**src/rtl/isp_pkg.sv**
```systemverilog
// Shared ISP definitions: sequencer state encoding, Bayer phase codes and the
// centre-pixel phase helper used by the demosaic controller.
package isp_pkg;

  typedef enum logic [2:0] {
    ST_IDLE  = 3'd0,
    ST_LINE  = 3'd1,
    ST_TAIL  = 3'd2,
    ST_FLUSH = 3'd3,
    ST_DONE  = 3'd4
  } state_t;

  localparam logic [1:0] BAYER_RGGB = 2'b00;
  localparam logic [1:0] BAYER_GRBG = 2'b01;
  localparam logic [1:0] BAYER_GBRG = 2'b10;
  localparam logic [1:0] BAYER_BGGR = 2'b11;

  // The centre sits one row and one column behind the strobe, so its parity is inverted.
  function automatic logic [1:0] centre_phase(input logic row_lsb, input logic col_lsb,
                                              input logic [1:0] bayer);
    return {~row_lsb, ~col_lsb} ^ bayer;
  endfunction

endpackage

```
**src/rtl/isp_delay_line.sv**
```systemverilog
// Fixed-depth register delay line with asynchronous clear, used to align
// control qualifiers with datapath latency.
module isp_delay_line #(
  parameter int WIDTH = 1,
  parameter int DEPTH = 3
) (
  input  logic             clk,
  input  logic             rst_n,
  input  logic [WIDTH-1:0] din,
  output logic [WIDTH-1:0] dout
);

  logic [WIDTH-1:0] pipe_p [DEPTH];

  always_ff @(posedge clk or negedge rst_n) begin
    if (!rst_n) begin
      for (int i = 0; i < DEPTH; i++) pipe_p[i] <= '0;
    end else begin
      pipe_p[0] <= din;
      for (int i = 1; i < DEPTH; i++) pipe_p[i] <= pipe_p[i-1];
    end
  end

  assign dout = pipe_p[DEPTH-1];

endmodule

```
**src/rtl/isp_demosaic_ctrl.sv**
```systemverilog
// Frame sequencer for the 3x3 bilinear demosaic: accepts RAW pixels, inserts the
// virtual tail column and bottom row, drives line buffers and aligned output framing.
module isp_demosaic_ctrl
  import isp_pkg::*;
#(
  parameter int WIDTH  = 1920,
  parameter int HEIGHT = 1080,
  parameter int LAT    = 3,
  parameter int CW     = $clog2(WIDTH + 1),
  parameter int RW     = $clog2(HEIGHT + 1)
) (
  input  logic       pclk,
  input  logic       rst_n,
  input  logic       cfg_enable,
  input  logic [1:0] cfg_bayer,
  input  logic       in_valid,
  input  logic       in_sof,
  output logic       in_ready,
  output logic       win_shift,
  output logic       virt,
  output logic       fifo1_we,
  output logic       fifo1_re,
  output logic       fifo2_we,
  output logic       fifo2_re,
  output logic [1:0] pix_fmt,
  output logic       out_valid,
  output logic       out_sof,
  output logic       out_eol,
  output logic       busy,
  output logic       frame_done,
  output logic       err_sof
);

  localparam logic [CW-1:0] COL_ONE   = CW'(1);
  localparam logic [CW-1:0] COL_LAST  = CW'(WIDTH - 1);
  localparam logic [CW-1:0] COL_TAIL  = CW'(WIDTH);
  localparam logic [RW-1:0] ROW_ONE   = RW'(1);
  localparam logic [RW-1:0] ROW_LAST  = RW'(HEIGHT - 1);
  localparam logic [RW-1:0] ROW_FLUSH = RW'(HEIGHT);

  state_t        state;
  logic [CW-1:0] col;
  logic [RW-1:0] row;
  logic [1:0]    bayer;
  logic          armed;

  logic          accept;
  logic          sof_start;
  logic          strobe;
  logic          fifo_slot;
  logic [CW-1:0] s_col;
  logic [RW-1:0] s_row;
  logic [1:0]    s_bayer;
  logic          centre_vld;
  logic          centre_sof;
  logic          centre_eol;
  logic [2:0]    align_out;

  // armed keeps in_ready low while rst_n is held, without using reset as data.
  always_comb begin
    in_ready = 1'b0;
    virt     = 1'b0;
    case (state)
      ST_IDLE:           in_ready = cfg_enable & armed;
      ST_LINE:           in_ready = 1'b1;
      ST_TAIL, ST_FLUSH: virt     = 1'b1;
      default: ;
    endcase
    accept    = in_valid & in_ready;
    sof_start = (state == ST_IDLE) & accept & in_sof;
    strobe    = virt | ((state == ST_LINE) & accept) | sof_start;
    // The first pixel of a frame is processed as (0,0) before the counters load.
    s_col     = (state == ST_IDLE) ? '0 : col;
    s_row     = (state == ST_IDLE) ? '0 : row;
    s_bayer   = (state == ST_IDLE) ? cfg_bayer : bayer;
  end

  assign win_shift  = strobe;
  assign fifo_slot  = strobe & (s_col != COL_TAIL);
  assign fifo1_we   = fifo_slot & ~virt;
  assign fifo1_re   = fifo_slot & (s_row != '0);
  assign fifo2_we   = fifo1_re & (s_row != ROW_FLUSH);
  assign fifo2_re   = fifo1_re & (s_row != ROW_ONE);

  assign centre_vld = strobe & (s_row != '0) & (s_col != '0);
  assign centre_sof = centre_vld & (s_row == ROW_ONE) & (s_col == COL_ONE);
  assign centre_eol = centre_vld & (s_col == COL_TAIL);

  assign busy       = sof_start | (state == ST_LINE) | (state == ST_TAIL) | (state == ST_FLUSH);
  assign frame_done = (state == ST_DONE);
  assign err_sof    = (state == ST_LINE) & accept & in_sof;

  always_ff @(posedge pclk or negedge rst_n) begin
    if (!rst_n) begin
      state   <= ST_IDLE;
      col     <= '0;
      row     <= '0;
      bayer   <= '0;
      armed   <= 1'b0;
      pix_fmt <= '0;
    end else begin
      armed <= 1'b1;
      if (strobe) pix_fmt <= centre_phase(s_row[0], s_col[0], s_bayer);
      case (state)
        ST_IDLE: begin
          if (sof_start) begin
            bayer <= cfg_bayer;
            row   <= '0;
            col   <= COL_ONE;
            state <= (WIDTH == 1) ? ST_TAIL : ST_LINE;
          end
        end
        ST_LINE: begin
          if (accept) begin
            col <= col + COL_ONE;
            if (col == COL_LAST) state <= ST_TAIL;
          end
        end
        ST_TAIL: begin
          col   <= '0;
          row   <= row + ROW_ONE;
          state <= (row == ROW_LAST) ? ST_FLUSH : ST_LINE;
        end
        ST_FLUSH: begin
          if (col == COL_TAIL) begin
            col   <= '0;
            row   <= '0;
            state <= ST_DONE;
          end else begin
            col <= col + COL_ONE;
          end
        end
        ST_DONE: state <= ST_IDLE;
        default: state <= ST_IDLE;
      endcase
    end
  end

  // Stage boundary: strobe qualifiers delayed to match datapath RGB latency.
  isp_delay_line #(
    .WIDTH(3),
    .DEPTH(LAT)
  ) u_align (
    .clk  (pclk),
    .rst_n(rst_n),
    .din  ({centre_vld, centre_sof, centre_eol}),
    .dout (align_out)
  );

  assign out_valid = align_out[2];
  assign out_sof   = align_out[1];
  assign out_eol   = align_out[0];

endmodule
```
**config.mk**
```make
export PLATFORM = sky130hd
export DESIGN_NAME = isp_demosaic_ctrl
export DESIGN_NICKNAME = d
export VERILOG_FILES = /design/src/rtl/isp_pkg.sv /design/src/rtl/isp_delay_line.sv /design/src/rtl/isp_demosaic_ctrl.sv
export SDC_FILE = /design/constraint.sdc
export NUM_CORES = 1
export LEC_CHECK = 0
export BUFFER_PORTS_ARGS = -buffer_cell sky130_fd_sc_hd__buf_2
export CORE_MARGIN = 2
export CORE_UTILIZATION = 35
export DETAILED_ROUTE_END_ITERATION = 10
export SYNTH_ARGS = -nofsm -noshare
export SYNTH_HDL_FRONTEND = slang
export SYNTH_SLANG_ARGS = --single-unit
```
**constraint.sdc**
```tcl
create_clock -name pclk -period 3.7 [get_ports pclk]
set_input_delay 0.555 -clock pclk [delete_from_list [all_inputs] [get_ports pclk]]
set_output_delay 0.555 -clock pclk [all_outputs]
set_load 0.03 [all_outputs]
```
==> results.py <==
metrics = {
    "run_status": {
        "outcome": "finished, final reports clean",
    },
    "die": {
        "start_util_pct": 35.8,
        "core-area_um2": 5890,
        "die_x_um": 81.6,
        "chipHeight_um": 81.6,
        "ioPinCount": 22,
        "die_area_um2": 6660,
        "rows": 28,
    },
    "routing": {
        "ant_nets": 0,
        "vias_per_cell": 5.64,
        "drt_pass1_iterations": 4,
        "via_count": 1789,
        "wl_per_cell_um": 15.5,
        "drt_drc_violations_left": 0,
        "routed_wl_um": 4910,
        "drt_iter0_markers": 84,
    },
    "clock_network": {
        "cts_tree": "yes",
        "cts_buffer_depth": 2,
        "cts_sinks": 39,
        "numCtsBuffers": 5,
        "post_cts_resize_count": 0,
        "clk_pin_slew_worst_paths_ps": 80,
        "cts-hold-fix-buffers": 0,
        "clkLatencyLatePin_ps": 290,
        "htree_levels": 2,
        "cts_setup_buffers": 0,
        "ctsRootBufferMaster": "clkbuf_8",
    },
    "logic_synthesis": {
        "yosys.area_share.adder_pct": 1.78,
        "synth_top_cell_by_area": "dfrtp_1",
        "synth-seq-area-share_pct": 46.3,
        "synth_area_leaders": "dfrtp_1 46%, a21oi_1 3.6%, nor3_1 3.6%, nand3_1 3.3%, nand2_1 3.0%",
        "synth.avg_cell_area_um2": 9.42,
        "yosys.cell_count.top_type": "dfrtp_1",
        "synthArstFlopShare_pct": 100,
        "syn_area_um2": 2110,
        "muxShareOfSynthArea_pct": 2.02,
        "synth_top_flop_cell": "dfrtp_1",
        "synth_edf_count": 0,
        "yosysWarningCount": 0,
        "ys_ff_latch": 39,
        "synthTopCellsByCount": "39 x dfrtp_1, 17 x nand2_1, 15 x a21oi_1, 15 x nor3_1",
        "synthCells": 224,
        "synth_cell_type_count": 54,
        "synth_compound_area_share_pct": 18.0,
        "synth_xor_area_share_pct": 2.08,
        "yosys.area_share.simple_pct": 25.9,
        "synth_nets": 234,
        "synth_top_area_share_pct": 46.3,
        "synth_top_family_by_area": "simple AND/OR/NAND/NOR gates",
    },
    "global_route": {
        "grt_pass1_wl_um": 8250,
        "overflow": 0,
        "grt_pass1_vias": 1607,
        "antenna_found_initial": 0,
        "grt_usage_pct": 16.2,
        "grt_max_degree": 40,
    },
    "sta": {
        "finalCriticalPeriod_ps": 2870,
        "finalHoldViolations": 0,
        "rsz0062_at_grt": "false",
        "finalWorstSetupSlack_ps": 826,
        "max_freq_mhz": 348,
        "setup-tns-final_ps": 0,
        "slew_viol_final": 0,
        "slew_headroom_pct": 41.5,
        "finalSetupViolCount": 0,
        "fin_hold_ws_ps": 350,
        "finalCritPeriodShare_pct": 77.7,
        "finClkSkew_ps": 11.4,
        "tightestPinTransition_ps": 878,
    },
    "cells_and_area": {
        "utilization_pct": 39.9,
        "n_antenna_cell": 0,
        "final_area_um2": 2350,
        "area_delta_synth_final_pct": 11.2,
        "fin_nets": 251,
        "drive_gt1_share_pct": 15.3,
    },
    "job": {
        "maxCapViolations": 0,
    },
    "worst_hold_path": {
        "hold_class": "register to register",
    },
    "worst_setup_path": {
        "critPathKind": "register to output port",
        "cp_max_fo": 7,
        "cp.arrival_ps": 2320,
        "reg2reg_slack_ps": 1520,
        "cp-end-kind": "output port",
        "start_kind": "register",
        "worst_ep_required_time_ps": 3140,
    },
    "placed_design": {
        "post_dp_cell_area_um2": 2260,
        "hpwl_um": 3410,
        "post-place-ws_ps": 1120,
        "port_buffers": 21,
        "place_congestion": 0.823,
    },
    "power_and_ir_drop": {
        "p_per_area_nw_per_um2": 414,
        "p_leak_nw": 1.01,
        "ir_drop_mv": 0.175,
    },
}
-- metrics by stage --
step	power, W	cells
6_report	0.000972	317
5_1_grt	0.00103	317
4_1_cts	0.000984	317
3_5_place_dp	0.000699	309
3_3_place_gp	0.000695	309
2_1_floorplan	0.000645	224
-- critical path, cell delays in order (launching register included) --
cell	delay, ps
dfrtp_1	450
or4_4	580
or3_1	380
nor3_4	270
a211oi_1	140
buf_2	210
-- layout by cell type (no fill, tap or decap), drive strengths merged, types with 4 or more instances in the layout --
cell type,synthesis,layout
nor2,14,14
nand2,18,18
o21ai,8,8
xnor2,5,5
nand3,14,14
o41ai,4,4
nand4,7,7
o211a,4,4
inv,8,8
or4,5,5
a21oi,15,15
dfrtp,39,39
nor3,16,16
nor4,5,5
buf,3,22
clkbuf,9,7
-- registers in the layout, indices dropped and copies added, names as in the netlist --
register	cells
pix_fmt	2
bayer	2
u_align.pipe_p	6
state	3
col	11
row	11
u_align.dout	3
armed	1
-- cell type report --
cell class / instances / area (um^2)
Fill cell: 615 / 3540
Multi-Input combinational cell: 165 / 1050
Sequential cell: 39 / 976
Timing Repair Buffer: 22 / 113
Tap cell: 75 / 93.8
Clock buffer: 7 / 76.3
Inverter: 8 / 30.0
Clock inverter: 1 / 5.00
-- per-layer routing --
| metal | vias to the layer above | track usage (%) | share of wire (%) |
|---|---|---|---|
| li1 | 870 | - | - |
| met1 | 867 | 24.3 | 51 |
| met2 | 48 | 22.7 | 44 |
| met3 | 4 | 3.74 | 3.6 |
| met4 | 0 | 5.50 | 1.4 |
| met5 | - | 0 | 0 |
-- where the power goes --
group,switching (W),internal (W),total [W]
sequential,0.0000620,0.000462,0.000524
clock,0.000148,0.000132,0.000280
combinational,0.0000993,0.0000692,0.000168
total,0.000309,0.000663,0.000972
-- path summary, 6_finish.rpt --
| path | startpoint | endpoint | cells after the start |
|---|---|---|---|
| min | u_align.pipe_p[3] | u_align.dout[0] | 0 |
| max in group asynchronous | rst_n | pix_fmt[1] | 1 |
| max | col[2] | fifo1_we | 5 |
| min in group asynchronous | rst_n | row[2] | 1 |
| max reg2reg | col[2] | col[9] | 4 |
| min reg2reg | u_align.pipe_p[3] | u_align.dout[0] | 0 |
-- cells by family after synthesis --
| family | after synthesis |
|---|---|
| buffers and inverters | 20 |
| and+or+nand+nor | 99 |
| other | 1 |
| muxes | 4 |
| adders and majority gates | 3 |
| AOI/OAI and AO/OA | 53 |
| xor gates and xnor gates | 5 |
| DFF | 39 |
(Power assumes the default switching activity.)
